===== config.mk =====
export PLATFORM = sky130hd
export DESIGN_NAME = spi_master_gen
export DESIGN_NICKNAME = d
export VERILOG_FILES = /design/src/rtl/spi_pkg.sv /design/src/rtl/spi_clk_gen.sv /design/src/rtl/spi_master_gen.sv
export SDC_FILE = /design/constraint.sdc
export NUM_CORES = 1
export LEC_CHECK = 0
export BUFFER_PORTS_ARGS = -buffer_cell sky130_fd_sc_hd__buf_2
export CORE_MARGIN = 5
export CORE_UTILIZATION = 50
export CTS_CLUSTER_DIAMETER = 40
export DETAILED_ROUTE_END_ITERATION = 7
export PLACE_DENSITY = 0.71
export SYNTH_ARGS = -nofsm -noshare
export SYNTH_HDL_FRONTEND = slang
export SYNTH_SLANG_ARGS = --single-unit
export TNS_END_PERCENT = 20

===== constraint.sdc =====
create_clock -name i_clock -period 3.35 [get_ports i_clock]
set_clock_uncertainty 0.15 [all_clocks]
set_input_delay 0.67 -clock i_clock [delete_from_list [all_inputs] [get_ports i_clock]]
set_output_delay 0.67 -clock i_clock [all_outputs]
set_load 0.005 [all_outputs]

===== src/rtl/spi_pkg.sv =====
// -----------------------------------------------------------------------------
// spi_pkg
// Shared definitions for the parametrised SPI master:
//   state_t        - transfer sequencer states (IDLE, LEAD, XFER, TRAIL)
//   SPI_MODE0..3   - SPI mode encodings as {CPOL, CPHA}
//   sel_width()    - width of a chip-select index for a given line count
// No ports; imported by spi_clk_gen and spi_master_gen.
// -----------------------------------------------------------------------------
package spi_pkg;

    typedef enum logic [1:0] {
        IDLE  = 2'd0,
        LEAD  = 2'd1,
        XFER  = 2'd2,
        TRAIL = 2'd3
    } state_t;

    localparam logic [1:0] SPI_MODE0 = 2'b00;
    localparam logic [1:0] SPI_MODE1 = 2'b01;
    localparam logic [1:0] SPI_MODE2 = 2'b10;
    localparam logic [1:0] SPI_MODE3 = 2'b11;

    // A single chip select still needs a one-bit index port.
    function automatic int sel_width(input int num_cs);
        return (num_cs > 1) ? $clog2(num_cs) : 1;
    endfunction

endpackage


===== src/rtl/spi_clk_gen.sv =====
// -----------------------------------------------------------------------------
// spi_clk_gen
// Half-period tick generator. While enabled, o_tick is high for one cycle
// out of every CLK_DIV cycles, the first one CLK_DIV cycles after enable
// rises. Disabling the block clears the count so every enable starts a
// fresh, aligned half-period.
// Ports:
//   i_clock   system clock
//   i_reset   synchronous active-high reset
//   i_enable  run the counter; low holds it at zero
//   o_tick    one-cycle pulse at the end of each half-period
// -----------------------------------------------------------------------------
module spi_clk_gen
    import spi_pkg::*;
#(
    parameter int CLK_DIV = 1
) (
    input  logic i_clock,
    input  logic i_reset,
    input  logic i_enable,
    output logic o_tick
);

    localparam int CNT_W = (CLK_DIV > 1) ? $clog2(CLK_DIV) : 1;
    localparam logic [CNT_W-1:0] CNT_LAST = CNT_W'(CLK_DIV - 1);

    logic [CNT_W-1:0] r_cnt;
    logic             w_wrap;

    assign w_wrap = (r_cnt == CNT_LAST);
    // The tick is decoded from the count so the sequencer acts on the very
    // edge that ends the half-period; the sequencer registers everything
    // it drives off-chip.
    assign o_tick = i_enable && w_wrap;

    // NOTE: sequential state is always assigned with <= so every flop
    // samples the pre-edge value of its neighbours, independent of
    // statement order.
    always_ff @(posedge i_clock) begin
        if (i_reset || !i_enable) begin
            r_cnt <= '0;
        end else if (w_wrap) begin
            r_cnt <= '0;
        end else begin
            r_cnt <= r_cnt + 1'b1;
        end
    end

endmodule


===== src/rtl/spi_master_gen.sv =====
// -----------------------------------------------------------------------------
// spi_master_gen
// Parametrised SPI master. Accepts a DATA_W-bit word on a valid/ready
// handshake, shifts it out on o_mosi while capturing i_miso, and returns
// the received word with a one-cycle o_done pulse. Supports all four
// CPOL/CPHA modes, LSB- or MSB-first order, NUM_CS chip selects and
// CLK_DIV-cycle CS lead/trail time. All outputs are registered.
// Ports:
//   i_clock       system clock
//   i_reset       synchronous active-high reset, aborts any transfer
//   i_data_in     word to transmit, sampled at accept
//   i_cs_sel      target slave index, sampled at accept
//   i_data_valid  request; accepted when i_data_valid && o_ready
//   o_ready       idle and able to accept
//   o_data_out    last received word, held until the next o_done
//   o_done        one-cycle pulse at the end of a transfer
//   o_sclk        SPI clock
//   o_mosi        serial data out
//   i_miso        serial data in
//   o_cs_n        active-low chip selects
// -----------------------------------------------------------------------------
module spi_master_gen
    import spi_pkg::*;
#(
    parameter int DATA_W    = 16,
    parameter int CLK_DIV   = 1,
    parameter int CPOL      = 0,
    parameter int CPHA      = 0,
    parameter int LSB_FIRST = 1,
    parameter int NUM_CS    = 1,
    localparam int SEL_W    = sel_width(NUM_CS)
) (
    input  logic              i_clock,
    input  logic              i_reset,
    input  logic [DATA_W-1:0] i_data_in,
    input  logic [SEL_W-1:0]  i_cs_sel,
    input  logic              i_data_valid,
    output logic              o_ready,
    output logic [DATA_W-1:0] o_data_out,
    output logic              o_done,
    output logic              o_sclk,
    output logic              o_mosi,
    input  logic              i_miso,
    output logic [NUM_CS-1:0] o_cs_n
);

    // Counts sclk toggles within a transfer: 0 .. 2*DATA_W.
    localparam int EDGE_W = $clog2(2 * DATA_W + 1);
    localparam logic [EDGE_W-1:0] LAST_CNT = EDGE_W'(2 * DATA_W);
    localparam logic [1:0] MODE           = {1'(CPOL), 1'(CPHA)};
    localparam logic       IDLE_SCLK      = 1'(CPOL);
    localparam logic       SAMPLE_ON_LEAD = (MODE == SPI_MODE0) || (MODE == SPI_MODE2);

    state_t              r_state;
    logic [DATA_W-1:0]   r_tx;
    logic [DATA_W-1:0]   r_rx;
    logic [SEL_W-1:0]    r_sel;
    logic [EDGE_W-1:0]   r_edge_cnt;
    logic                r_tick_en;
    logic                r_setup;
    logic                r_ready;
    logic [DATA_W-1:0]   r_data_out;
    logic                r_done;
    logic                r_sclk;
    logic                r_mosi;
    logic [NUM_CS-1:0]   r_cs_n;

    logic                w_tick;
    logic                w_toggle;
    logic                w_lead_edge;
    logic                w_last_edge;
    logic                w_tx_bit;
    logic [DATA_W-1:0]   w_tx_next;
    logic [DATA_W-1:0]   w_rx_next;
    logic [NUM_CS-1:0]   w_cs_sel_n;

    spi_clk_gen #(
        .CLK_DIV (CLK_DIV)
    ) u_clk_gen (
        .i_clock  (i_clock),
        .i_reset  (i_reset),
        .i_enable (r_tick_en),
        .o_tick   (w_tick)
    );

    // NOTE: every signal written in this block gets a value before any
    // conditional logic, so no path leaves it unassigned and no latch is
    // inferred.
    always_comb begin
        w_tx_bit   = r_tx[DATA_W-1];
        w_tx_next  = {r_tx[DATA_W-2:0], 1'b0};
        w_rx_next  = {r_rx[DATA_W-2:0], i_miso};
        w_cs_sel_n = '1;
        if (LSB_FIRST != 0) begin
            w_tx_bit  = r_tx[0];
            w_tx_next = {1'b0, r_tx[DATA_W-1:1]};
            // First received bit ends up in bit 0 after DATA_W samples.
            w_rx_next = {i_miso, r_rx[DATA_W-1:1]};
        end
        // Out-of-range selects match no line, so all stay deasserted.
        for (int i = 0; i < NUM_CS; i++) begin
            w_cs_sel_n[i] = (int'(r_sel) != i);
        end
    end

    // The tick that ends LEAD is the first (leading) toggle; the tick after
    // toggle 2*DATA_W only closes the final half-period.
    assign w_toggle    = w_tick && ((r_state == LEAD) ||
                                    (r_state == XFER && r_edge_cnt != LAST_CNT));
    assign w_lead_edge = ~r_edge_cnt[0];
    assign w_last_edge = (r_edge_cnt == LAST_CNT - EDGE_W'(1));

    always_ff @(posedge i_clock) begin
        if (i_reset) begin
            r_state    <= IDLE;
            r_tx       <= '0;
            r_rx       <= '0;
            r_sel      <= '0;
            r_edge_cnt <= '0;
            r_tick_en  <= 1'b0;
            r_setup    <= 1'b0;
            r_ready    <= 1'b1;
            r_data_out <= '0;
            r_done     <= 1'b0;
            r_sclk     <= IDLE_SCLK;
            r_mosi     <= 1'b0;
            r_cs_n     <= '1;
        end else begin
            r_done <= 1'b0;

            if (w_toggle) begin
                r_sclk     <= ~r_sclk;
                r_edge_cnt <= r_edge_cnt + 1'b1;
                if (w_lead_edge == SAMPLE_ON_LEAD) begin
                    r_rx <= w_rx_next;
                end else if (!w_last_edge) begin
                    // Present the head bit and advance; with CPHA=0 the
                    // final trailing edge has nothing left to shift.
                    r_mosi <= w_tx_bit;
                    r_tx   <= w_tx_next;
                end
            end

            case (r_state)
                IDLE: begin
                    if (i_data_valid && r_ready) begin
                        r_tx    <= i_data_in;
                        r_sel   <= i_cs_sel;
                        // Drop ready on the accept edge so a held valid
                        // cannot be taken twice.
                        r_ready <= 1'b0;
                        r_setup <= 1'b1;
                        r_state <= LEAD;
                    end
                end
                LEAD: begin
                    if (r_setup) begin
                        // First LEAD cycle: assert CS, start the half-period
                        // timer and, for CPHA=0, put bit 0 on the wire.
                        r_setup   <= 1'b0;
                        r_cs_n    <= w_cs_sel_n;
                        r_tick_en <= 1'b1;
                        if (CPHA == 0) begin
                            r_mosi <= w_tx_bit;
                            r_tx   <= w_tx_next;
                        end
                    end else if (w_tick) begin
                        r_state <= XFER;
                    end
                end
                XFER: begin
                    if (w_tick && r_edge_cnt == LAST_CNT) begin
                        r_state <= TRAIL;
                    end
                end
                TRAIL: begin
                    if (w_tick) begin
                        r_state    <= IDLE;
                        r_cs_n     <= '1;
                        r_done     <= 1'b1;
                        r_ready    <= 1'b1;
                        r_data_out <= r_rx;
                        r_tick_en  <= 1'b0;
                        r_edge_cnt <= '0;
                        r_mosi     <= 1'b0;
                    end
                end
                default: r_state <= IDLE;
            endcase
        end
    end

    assign o_ready    = r_ready;
    assign o_data_out = r_data_out;
    assign o_done     = r_done;
    assign o_sclk     = r_sclk;
    assign o_mosi     = r_mosi;
    assign o_cs_n     = r_cs_n;

endmodule

[After elaboration in Yosys (flattened, before gate mapping)]
Index checks and enable logic that the tools add are counted.
Storage, ports and cells
  flip-flop bits (word level): 65
  output and inout bits: 21
  word-level logic and storage cells: 85
Cells by class
  add/sub/neg operators: 2
  equal/unequal tests: 12
  multiplexer cells: 32
  bitwise logic cells: 4
  reduce and logical (&&, ||, !) cells: 21
Operators with widths (count)
  $mux W16: 5
  $pmux W16 S2: 1
  $mux W6: 3
  $mux W1: 12
  $mux W2: 5
  $ne A2 B2 Y1 const B: 5
  $pmux W1 S2: 5
  $pmux W2 S4: 1
  $reduce_and A2 Y1: 4
  $add A6 B1 Y6 const B: 1
  $eq A6 B5 Y1 const B: 1
  $eq A6 B6 Y1 const B: 1
  $ne A6 B6 Y1 const B: 1
  $reduce_and A3 Y1: 2
  $reduce_bool A2 Y1: 3
  $logic_and A1 B1 Y1: 5
  $reduce_and A5 Y1: 1
  $eq A2 B2 Y1 const B: 2
  $not A1 Y1: 4
  $reduce_or A2 Y1: 2
  $eq A2 B1 Y1 const B: 1
  $logic_not A2 Y1: 1
  $logic_or A1 B1 Y1: 2
  $ne A2 B1 Y1 const B: 1
  2 further kinds: 2

[Logic depth before layout (Yosys ltp)]
Gate-level depths: netlist of the first run.
  word-level depth: 7
  mapped depth: 10

[By module]
A second synthesis of the first run with hierarchy kept.
Unflattened totals
  cell total of the unflattened synthesis: 341
  area, all modules: 3015.4 um2
By module, submodules not included
  spi_master_gen: times used 1, cells each 338, area an instance 2977.9 um2, seq. area each 1281.2 um2
  spi_clk_gen: times used 1, cells each 3, area an instance 37.5 um2, seq. area each 20.0 um2

[Worst setup path before layout of the first run]
OpenSTA, ideal clock, no wires.
  path type: register to register
  start: reg r_edge_cnt[0]
  end: reg r_rx[10]
  library setup time: 0.128 ns
  arrival: 2.457 ns
  path slack: 0.616 ns
  cell stages (with the launch flop): 10
  path buffers: 2
  clock period less this slack: 2.734 ns
  cell sequence: dfxtp_1 > inv_1 > ha_1 > nor2b_1 > a311oi_4 > ha_1 > clkbuf_1 > clkbuf_1 > mux2i_1 > nor2_1
Between the ends
  cells in the longest elaborated chain, start to end: 5
  elaborated cells between the ends (all ways): 6
  classes of those cells: 1 x eq/ne; 1 x bitwise; 4 x reduce/logical
RTL lines
  start: declaration: line spi_master_gen.sv:58  | logic [EDGE_W-1:0] r_edge_cnt;
  start signal: assignment: line spi_master_gen.sv:133  | r_edge_cnt <= r_edge_cnt + 1'b1;
  $ne A6 B6 Y1: line spi_master_gen.sv:109  | (r_state == XFER && r_edge_cnt != LAST_CNT));
  $logic_and A1 B1 Y1: line spi_master_gen.sv:109
  $logic_or A1 B1 Y1: line spi_master_gen.sv:108  | assign w_toggle = w_tick && ((r_state == LEAD) ||
  $logic_and A1 B1 Y1: line spi_master_gen.sv:108
  $reduce_and A2 Y1 (no source line) (*)
  end signal: assignment: line spi_master_gen.sv:135  | r_rx <= w_rx_next;
  end: declaration: line spi_master_gen.sv:56  | logic [DATA_W-1:0] r_rx;
Mark *: on every way between the ends. The rest lies on a longest branch, timed or not.
A chain may end at the register's enable or synchronous reset.

[Final worst setup path of the first run]
  start: reg r_state[1]
  end: reg r_mosi (netlist: o_mosi)
Between the ends
  cells in the longest elaborated chain, start to end: 7
  elaborated cells between the ends (all ways): 10
  classes of those cells: 3 x eq/ne; 4 x mux; 3 x reduce/logical
RTL lines
  start: declaration: line spi_master_gen.sv:54  | state_t r_state;
  start signal: assignment: line spi_master_gen.sv:115  | r_state <= IDLE;
  start signal: assignment: line spi_master_gen.sv:153  | r_state <= LEAD;
  start signal: assignment: line spi_master_gen.sv:168  | r_state <= XFER;
  $eq A2 B2 Y1: line spi_master_gen.sv:109
  $logic_and A1 B1 Y1: line spi_master_gen.sv:109
  $logic_or A1 B1 Y1: line spi_master_gen.sv:108
  $logic_and A1 B1 Y1: line spi_master_gen.sv:108
  $mux W1: line spi_master_gen.sv:131  | if (w_toggle) begin
  $mux W1 (on tied branches): line spi_master_gen.sv:177, spi_master_gen.sv:157
  $pmux W1 S2 (*): line spi_master_gen.sv:144  | case (r_state)
  end signal: assignment: line spi_master_gen.sv:139  | r_mosi <= w_tx_bit;
  end signal: assignment: line spi_master_gen.sv:164  | r_mosi <= w_tx_bit;
  end: declaration: line spi_master_gen.sv:65  | logic r_mosi;
Marked as above.

==> results of run 1 <==
[critical path, cell delays in order, from the launching register on]
cell      delay [ps]
dfxtp_1          340
inv_1             80
ha_1             340
nor2_1           140
a311oi_4         490
o211a_1          230
buf_4            280
nor4b_1           90
or3_1            340
[final cells by class]
type / count / area [um^2] / share of cell area [%]
inverter: 7 / 26.28 / 0.8181
sequential: 65 / 1301 / 40.51
clock buffer: 10 / 137.6 / 4.285
multi-input combinational: 218 / 1381 / 43.01
timing repair buffer: 46 / 242.7 / 7.557
tap: 72 / 90.09 / 2.805
clock inverter: 5 / 32.53 / 1.013
[power breakdown]
part	internal [W]	leakage [nW]	switching, W
combinational	0.000153	0.581	0.000227
sequential	0.000838	0.527	0.0000530
clock	0.000283	0.0919	0.000288
[Yosys cell counts, types with 3 or more instances]
master / n / share of area (%)
a21oi_1: 20 / 3.5
nor2b_1: 4 / 0.88
inv_1: 7 / 0.93
dfxtp_1: 65 / 46
nor3_1: 4 / 0.71
o22ai_1: 17 / 3.8
nand3_1: 5 / 0.88
ha_1: 7 / 3.1
mux2i_1: 34 / 12
nor2_1: 34 / 4.5
o21ai_0: 8 / 1.4
nand2b_1: 3 / 0.66
a22oi_1: 16 / 4.2
clkbuf_1: 16 / 2.1
nand2_1: 41 / 5.4
buf_6: 3 / 1.2
[through the flow]
step | setup WS (ps) | hold slack [ps] | power [W] | cells | cell area [um^2]
2_1_floorplan | 615.8 | 281.2 | 0.001207 | 311 | 2830
3_3_place_gp | 852.3 | 290.5 | 0.001278 | 408 | 3042
3_5_place_dp | 780.1 | 293.7 | 0.001284 | 408 | 3042
4_1_cts | 769.6 | 304.1 | 0.001857 | 423 | 3212
5_1_grt | 593.7 | 325.8 | 0.001953 | 423 | 3212
6_report | 755.8 | 300.5 | 0.001842 | 423 | 3212
[state kept, by name, indices dropped and copies added, names as in the netlist, named ones only]
signal and count:
r_tx 16, o_sclk 1, u_clk_gen.r_cnt 1, r_setup 1
r_tick_en 1, o_cs_n 1, o_data_out 16, r_edge_cnt 1
r_state 2, o_mosi 1, o_ready 1, r_rx 16
o_done 1, r_sel 1
[routing by layer]
metal | GRT usage [%] | up-vias
li1 | - | 1175
met5 | 0 | -
met2 | 25.42 | 54
met3 | 4.272 | 4
met1 | 22.01 | 1055
met4 | 5.468 | 0
[cell families (layout without fill, tap and decap cells)]
group | Yosys count | in the layout | synth area share, %
compound gates | 74 | 74 | 17.37
xor+xnor | 1 | 1 | 0.3095
fa+ha+maj | 7 | 7 | 3.094
buf+inv | 28 | 68 | 5.217
flops | 65 | 65 | 45.98
mux | 34 | 34 | 12.02
other cells | 1 | 1 | 0.1325
simple gates | 101 | 101 | 15.87
[path summary, 6_finish.rpt]
kind	end	slack [ps]
hold reg to reg	o_data_out[3]$_SDFFE_PP0P_	300
setup / recovery	o_mosi$_SDFF_PP0_	760
setup reg to reg	o_mosi$_SDFF_PP0_	760
hold / removal	o_data_out[3]$_SDFFE_PP0P_	300
==> results.json, run 1 <==
{
  "status": "finished clean",
  "firstDrtPassIters": 5,
  "grt_first_pass_wirelength_um": 9763,
  "setup_viol": 0,
  "hold_violations": 0,
  "seq_area_frac_synth_pct": 45.98,
  "ant_nets": 0,
  "fin_crit_sh_pct": 77.44,
  "maxCapViolCount": 0,
  "min-delay-start": "o_data_out[3]$_SDFFE_PP0P_",
  "syn_nets": 339,
  "wl_met3_um": 279,
  "leakage_nw": 1.200,
  "coreArea_mm2": 0.005507,
  "clkSlewWorstSetupHoldPaths_ps": 70,
  "drtIter0Drc": 135,
  "startpoint": "r_state[1]$_SDFFE_PP0P_",
  "period_needed_ps": 2594,
  "area_delta_synth_final_pct": 13.48,
  "synth_edf_count": 0,
  "clockBufferDepth": 2,
  "die_h_um": 85.24,
  "die_x_um": 85.24,
  "ys_types": 38,
  "slew_violations": 0,
  "mostFrequentLayoutCells": "dfxtp_1 (65), nand2_1 (41), buf_2 (41)",
  "rows": 27,
  "start_util_pct": 51.40,
  "antenna_found_initial": 0,
  "drc": 0,
  "worst_ep_arrival_time_ps": 2650,
  "grt_max_degree": 28,
  "crit_required_ps": 3410,
  "wl_met1_um": 2787,
  "grt_pass1_vias": 2135,
  "fillers": 494,
  "crit_type": "flop to flop",
  "root_buffer": "clkbuf_8",
  "rsz0062_at_grt": "no",
  "ios": 42,
  "hp-class": "flop to flop",
  "h-tree-depth": 3,
  "r2r_cells": 8,
  "async_flop_share_pct": 0,
  "vias": 2288,
  "ys_seq_elements": 65,
  "nets": 375,
  "clock_sinks": 65,
  "cts_tree": "yes",
  "postCtsHoldBufs": 0,
  "worstSetupEndpointType": "flop",
  "port_buffers": 41,
  "numCtsBuffers": 9,
  "routed.top_layer": "met4",
  "routed_wl_um": 5703,
  "die_area_mm2": 0.007265,
  "layout-drive-gt1-share_pct": 17.95,
  "yosys_warnings": 0,
  "reg2reg_from": "r_state[1]$_SDFFE_PP0P_",
  "clock_latency_ps": 330,
  "layout_commonest_cell": "dfxtp_1",
  "peakVddDrop_mv": 0.3050,
  "utilization_pct": 58.33,
  "syn_inst": 311,
  "fin_setup_tns_ps": 0,
  "synth.avg_cell_area_um2": 9.100,
  "synth_area_mm2": 0.002830,
  "max_freq_ghz": 0.3855,
  "critPathMaxFanout": 18,
  "gr-total-overflow": 0,
  "antennaDiodeCount": 0,
  "tightest_slew_ps": 727.8,
  "place.gp.congestion": 0.8042,
  "hold_depth": 2,
  "wl_per_cell_um": 13.48,
  "place.detailed.hpwl_um": 3913,
  "powerDensity_mw_per_mm2": 573.4,
  "wl_met2_um": 2593,
  "cts.repair.resized": 0,
  "slew_headroom_pct": 51.48,
  "start_kind": "flop",
  "postCtsSetupRepairBufs": 0,
  "routed_via_density": 5.409,
  "synthFlopType": "dfxtp_1",
  "grt_use_total_pct": 16.33
}
No activity file was read; power rests on OpenSTA's default activity.
==> run 2, diff against run 1 <==
--- a/config.mk
+++ b/config.mk
@@ -5,6 +5,7 @@
 export SDC_FILE = /design/constraint.sdc
 export NUM_CORES = 1
 export LEC_CHECK = 0
+export ABC_AREA = 1
 export BUFFER_PORTS_ARGS = -buffer_cell sky130_fd_sc_hd__buf_2
 export CORE_MARGIN = 5
 export CORE_UTILIZATION = 50
==> constraint.sdc (replaced) <==
create_clock -name i_clock -period 2.4 [get_ports i_clock]
set_clock_uncertainty 0.15 [all_clocks]
set_input_delay 0.48 -clock i_clock [delete_from_list [all_inputs] [get_ports i_clock]]
set_output_delay 0.48 -clock i_clock [all_outputs]
set_load 0.005 [all_outputs]
==> results.json, run 2 <==
{
  "fillers": 547,
  "synth_top_area_share_pct": 44.81,
  "gr-total-overflow": 0,
  "nets": 459,
  "pwr-share-clk_pct": 31.8,
  "antenna_found_initial": 0,
  "worstPathCellList": "inv_1 > ha_1 > inv_2 > nand2_4 > nand2_2 > inv_2 > ha_1 > inv_1 > nor2_1 > nor2_1",
  "yosys-top-cells-count": "nor2_1 (76), dfxtp_1 (65), inv_1 (35), nand2_1 (35)",
  "seq_area_frac_synth_pct": 44.81,
  "wl_per_cell_um": 12.45,
  "ant_nets": 0,
  "maxCapViolCount": 0,
  "postCtsHoldBufs": 0,
  "port_buffers": 41,
  "critPathMaxFanout": 18,
  "worstSetupEndpointType": "flop",
  "multiInputGateArea_mm2": 0.001338,
  "rows": 27,
  "peakVddDrop_mv": 0.4426,
  "hold_depth": 3,
  "slew_violations": 0,
  "die_area_mm2": 0.007432,
  "fin_crit_sh_pct": 90.83,
  "period_needed_ps": 2180,
  "seqPwrFrac_pct": 41.5,
  "synth_area_mm2": 0.002904,
  "start_util_pct": 52.10,
  "mostFrequentLayoutCells": "nor2_1 (76), dfxtp_1 (65), buf_2 (41)",
  "coreArea_mm2": 0.005574,
  "place.detailed.hpwl_um": 4245,
  "synth.avg_cell_area_um2": 7.389,
  "tightest_slew_ps": 632.4,
  "hp-class": "input port to flop",
  "grt_first_pass_wirelength_um": 10670,
  "powerDensity_mw_per_mm2": 900.8,
  "routed_wl_um": 6323,
  "place.gp.congestion": 0.8327,
  "layout-drive-gt1-share_pct": 18.81,
  "setup_viol": 0,
  "routed_via_density": 5.140,
  "firstDrtPassIters": 4,
  "drc": 0,
  "wl_met1_um": 3026,
  "clock_sinks": 65,
  "pwr-share-comb_pct": 26.7,
  "routed.top_layer": "met4",
  "post-synth-top-count-cell": "nor2_1",
  "postCtsSetupRepairBufs": 0,
  "ys_seq_elements": 65,
  "crit_type": "flop to flop",
  "synthTopCellsByArea": "dfxtp_1 (45%), nor2_1 (9.8%), a21oi_1 (4.7%)",
  "cts.repair.resized": 0,
  "syn_inst": 393,
  "synthFlopType": "dfxtp_1",
  "clockBufferDepth": 2,
  "ys_types": 27,
  "worst_ep_arrival_time_ps": 2320,
  "area_delta_synth_final_pct": 15.38,
  "fin_total_pwr_w": 0.003018,
  "yosysTopAreaCell": "dfxtp_1",
  "crit_required_ps": 2540,
  "start_kind": "flop",
  "clock_latency_ps": 350,
  "r2r_cells": 10,
  "drtIter0Drc": 157,
  "crit_family": "buffers and inverters",
  "grt_use_total_pct": 17.83,
  "worst-path-stages": 10,
  "crit_slowest_cell": "dfxtp_1",
  "max_freq_ghz": 0.4587,
  "grt_pass1_vias": 2449,
  "root_buffer": "clkbuf_8",
  "sw_frac_of_total_pct": 34.62,
  "synth_edf_count": 0,
  "ios": 42,
  "critPathBufInv": 4,
  "wl_met2_um": 2910,
  "numCtsBuffers": 9,
  "die_x_um": 86.21,
  "internal_power_w": 0.001973,
  "antennaDiodeCount": 0,
  "async_flop_share_pct": 0,
  "utilization_pct": 60.11,
  "grt_max_degree": 43,
  "syn_nets": 421,
  "layout_commonest_cell": "nor2_1",
  "clkSlewWorstSetupHoldPaths_ps": 70,
  "wl_met3_um": 293,
  "cts_tree": "yes",
  "yosys_warnings": 0,
  "fin_setup_tns_ps": 0,
  "regArea_mm2": 0.001301,
  "leakage_nw": 1.582,
  "hold_violations": 0,
  "netSwitchingPower_w": 0.001045,
  "status": "finished clean",
  "h-tree-depth": 3,
  "rsz0062_at_grt": "no",
  "die_h_um": 86.21,
  "slew_headroom_pct": 57.72,
  "slowest_delay_ps": 380,
  "vias": 2611
}
-- run 2: path summary, 6_finish.rpt --
kind                                start               endpoint  slack (ps)
hold / removal                   i_cs_sel     r_sel$_SDFFE_PP0P_         210
hold reg to reg       o_sclk$_SDFFE_PP0N_    o_sclk$_SDFFE_PP0N_         300
setup / recovery  r_state[1]$_SDFFE_PP0P_  r_rx[15]$_SDFFE_PP0P_         220
setup reg to reg  r_state[1]$_SDFFE_PP0P_  r_rx[15]$_SDFFE_PP0P_         220
-- run 2: worst min-delay path, stage by stage --
cell and delay, ps:
buf_2 80, nor2_1 40, nor2_1 80
-- run 2: area by class of cell --
class / count / share of cell area [%]
Multi-Input combinational cell: 263 / 39.92
Sequential cell: 65 / 38.84
Timing Repair Buffer: 46 / 7.244
Inverter: 46 / 5.153
Clock buffer: 12 / 4.630
Tap cell: 72 / 2.689
Clock inverter: 4 / 1.531
-- run 2: layer usage --
layer  global-route usage [%]  up-vias
li1                         -     1379
met3                    5.513        8
met4                    7.649        0
met2                    29.43       44
met1                    21.44     1180
met5                        0        -
-- run 2: cells by family after synthesis --
family	count (synthesis)	share of synthesized area [%]
AOI/OAI and AO/OA	93	17.71
adders and majority gates	7	3.016
buffers and inverters	65	9.134
DFF	65	44.81
other	1	0.1291
and+or+nand+nor	162	25.20
-- run 2: stage by stage --
stage          instances  hold slack [ps]  worst slack, ps  instance area, um^2
5_1_grt              508            214.9            3.952                 3351
4_1_cts              508            206.4            241.2                 3351
6_report             508            211.3            220.0                 3351
2_1_floorplan        393            299.4            384.1                 2904
3_3_place_gp         492            297.6            318.4                 3144
3_5_place_dp         492            301.2            263.8                 3144
-- run 2: power by group through the flow --
stage / Clock [W] / Sequential, W / Combinational (W)
floorplan: 0 / 0.00126 / 0.000649
global placement: 0 / 0.00127 / 0.000786
detailed placement: 0 / 0.00128 / 0.000796
CTS: 0.000980 / 0.00125 / 0.000803
global route: 0.00104 / 0.00126 / 0.000898
finish: 0.000961 / 0.00125 / 0.000805
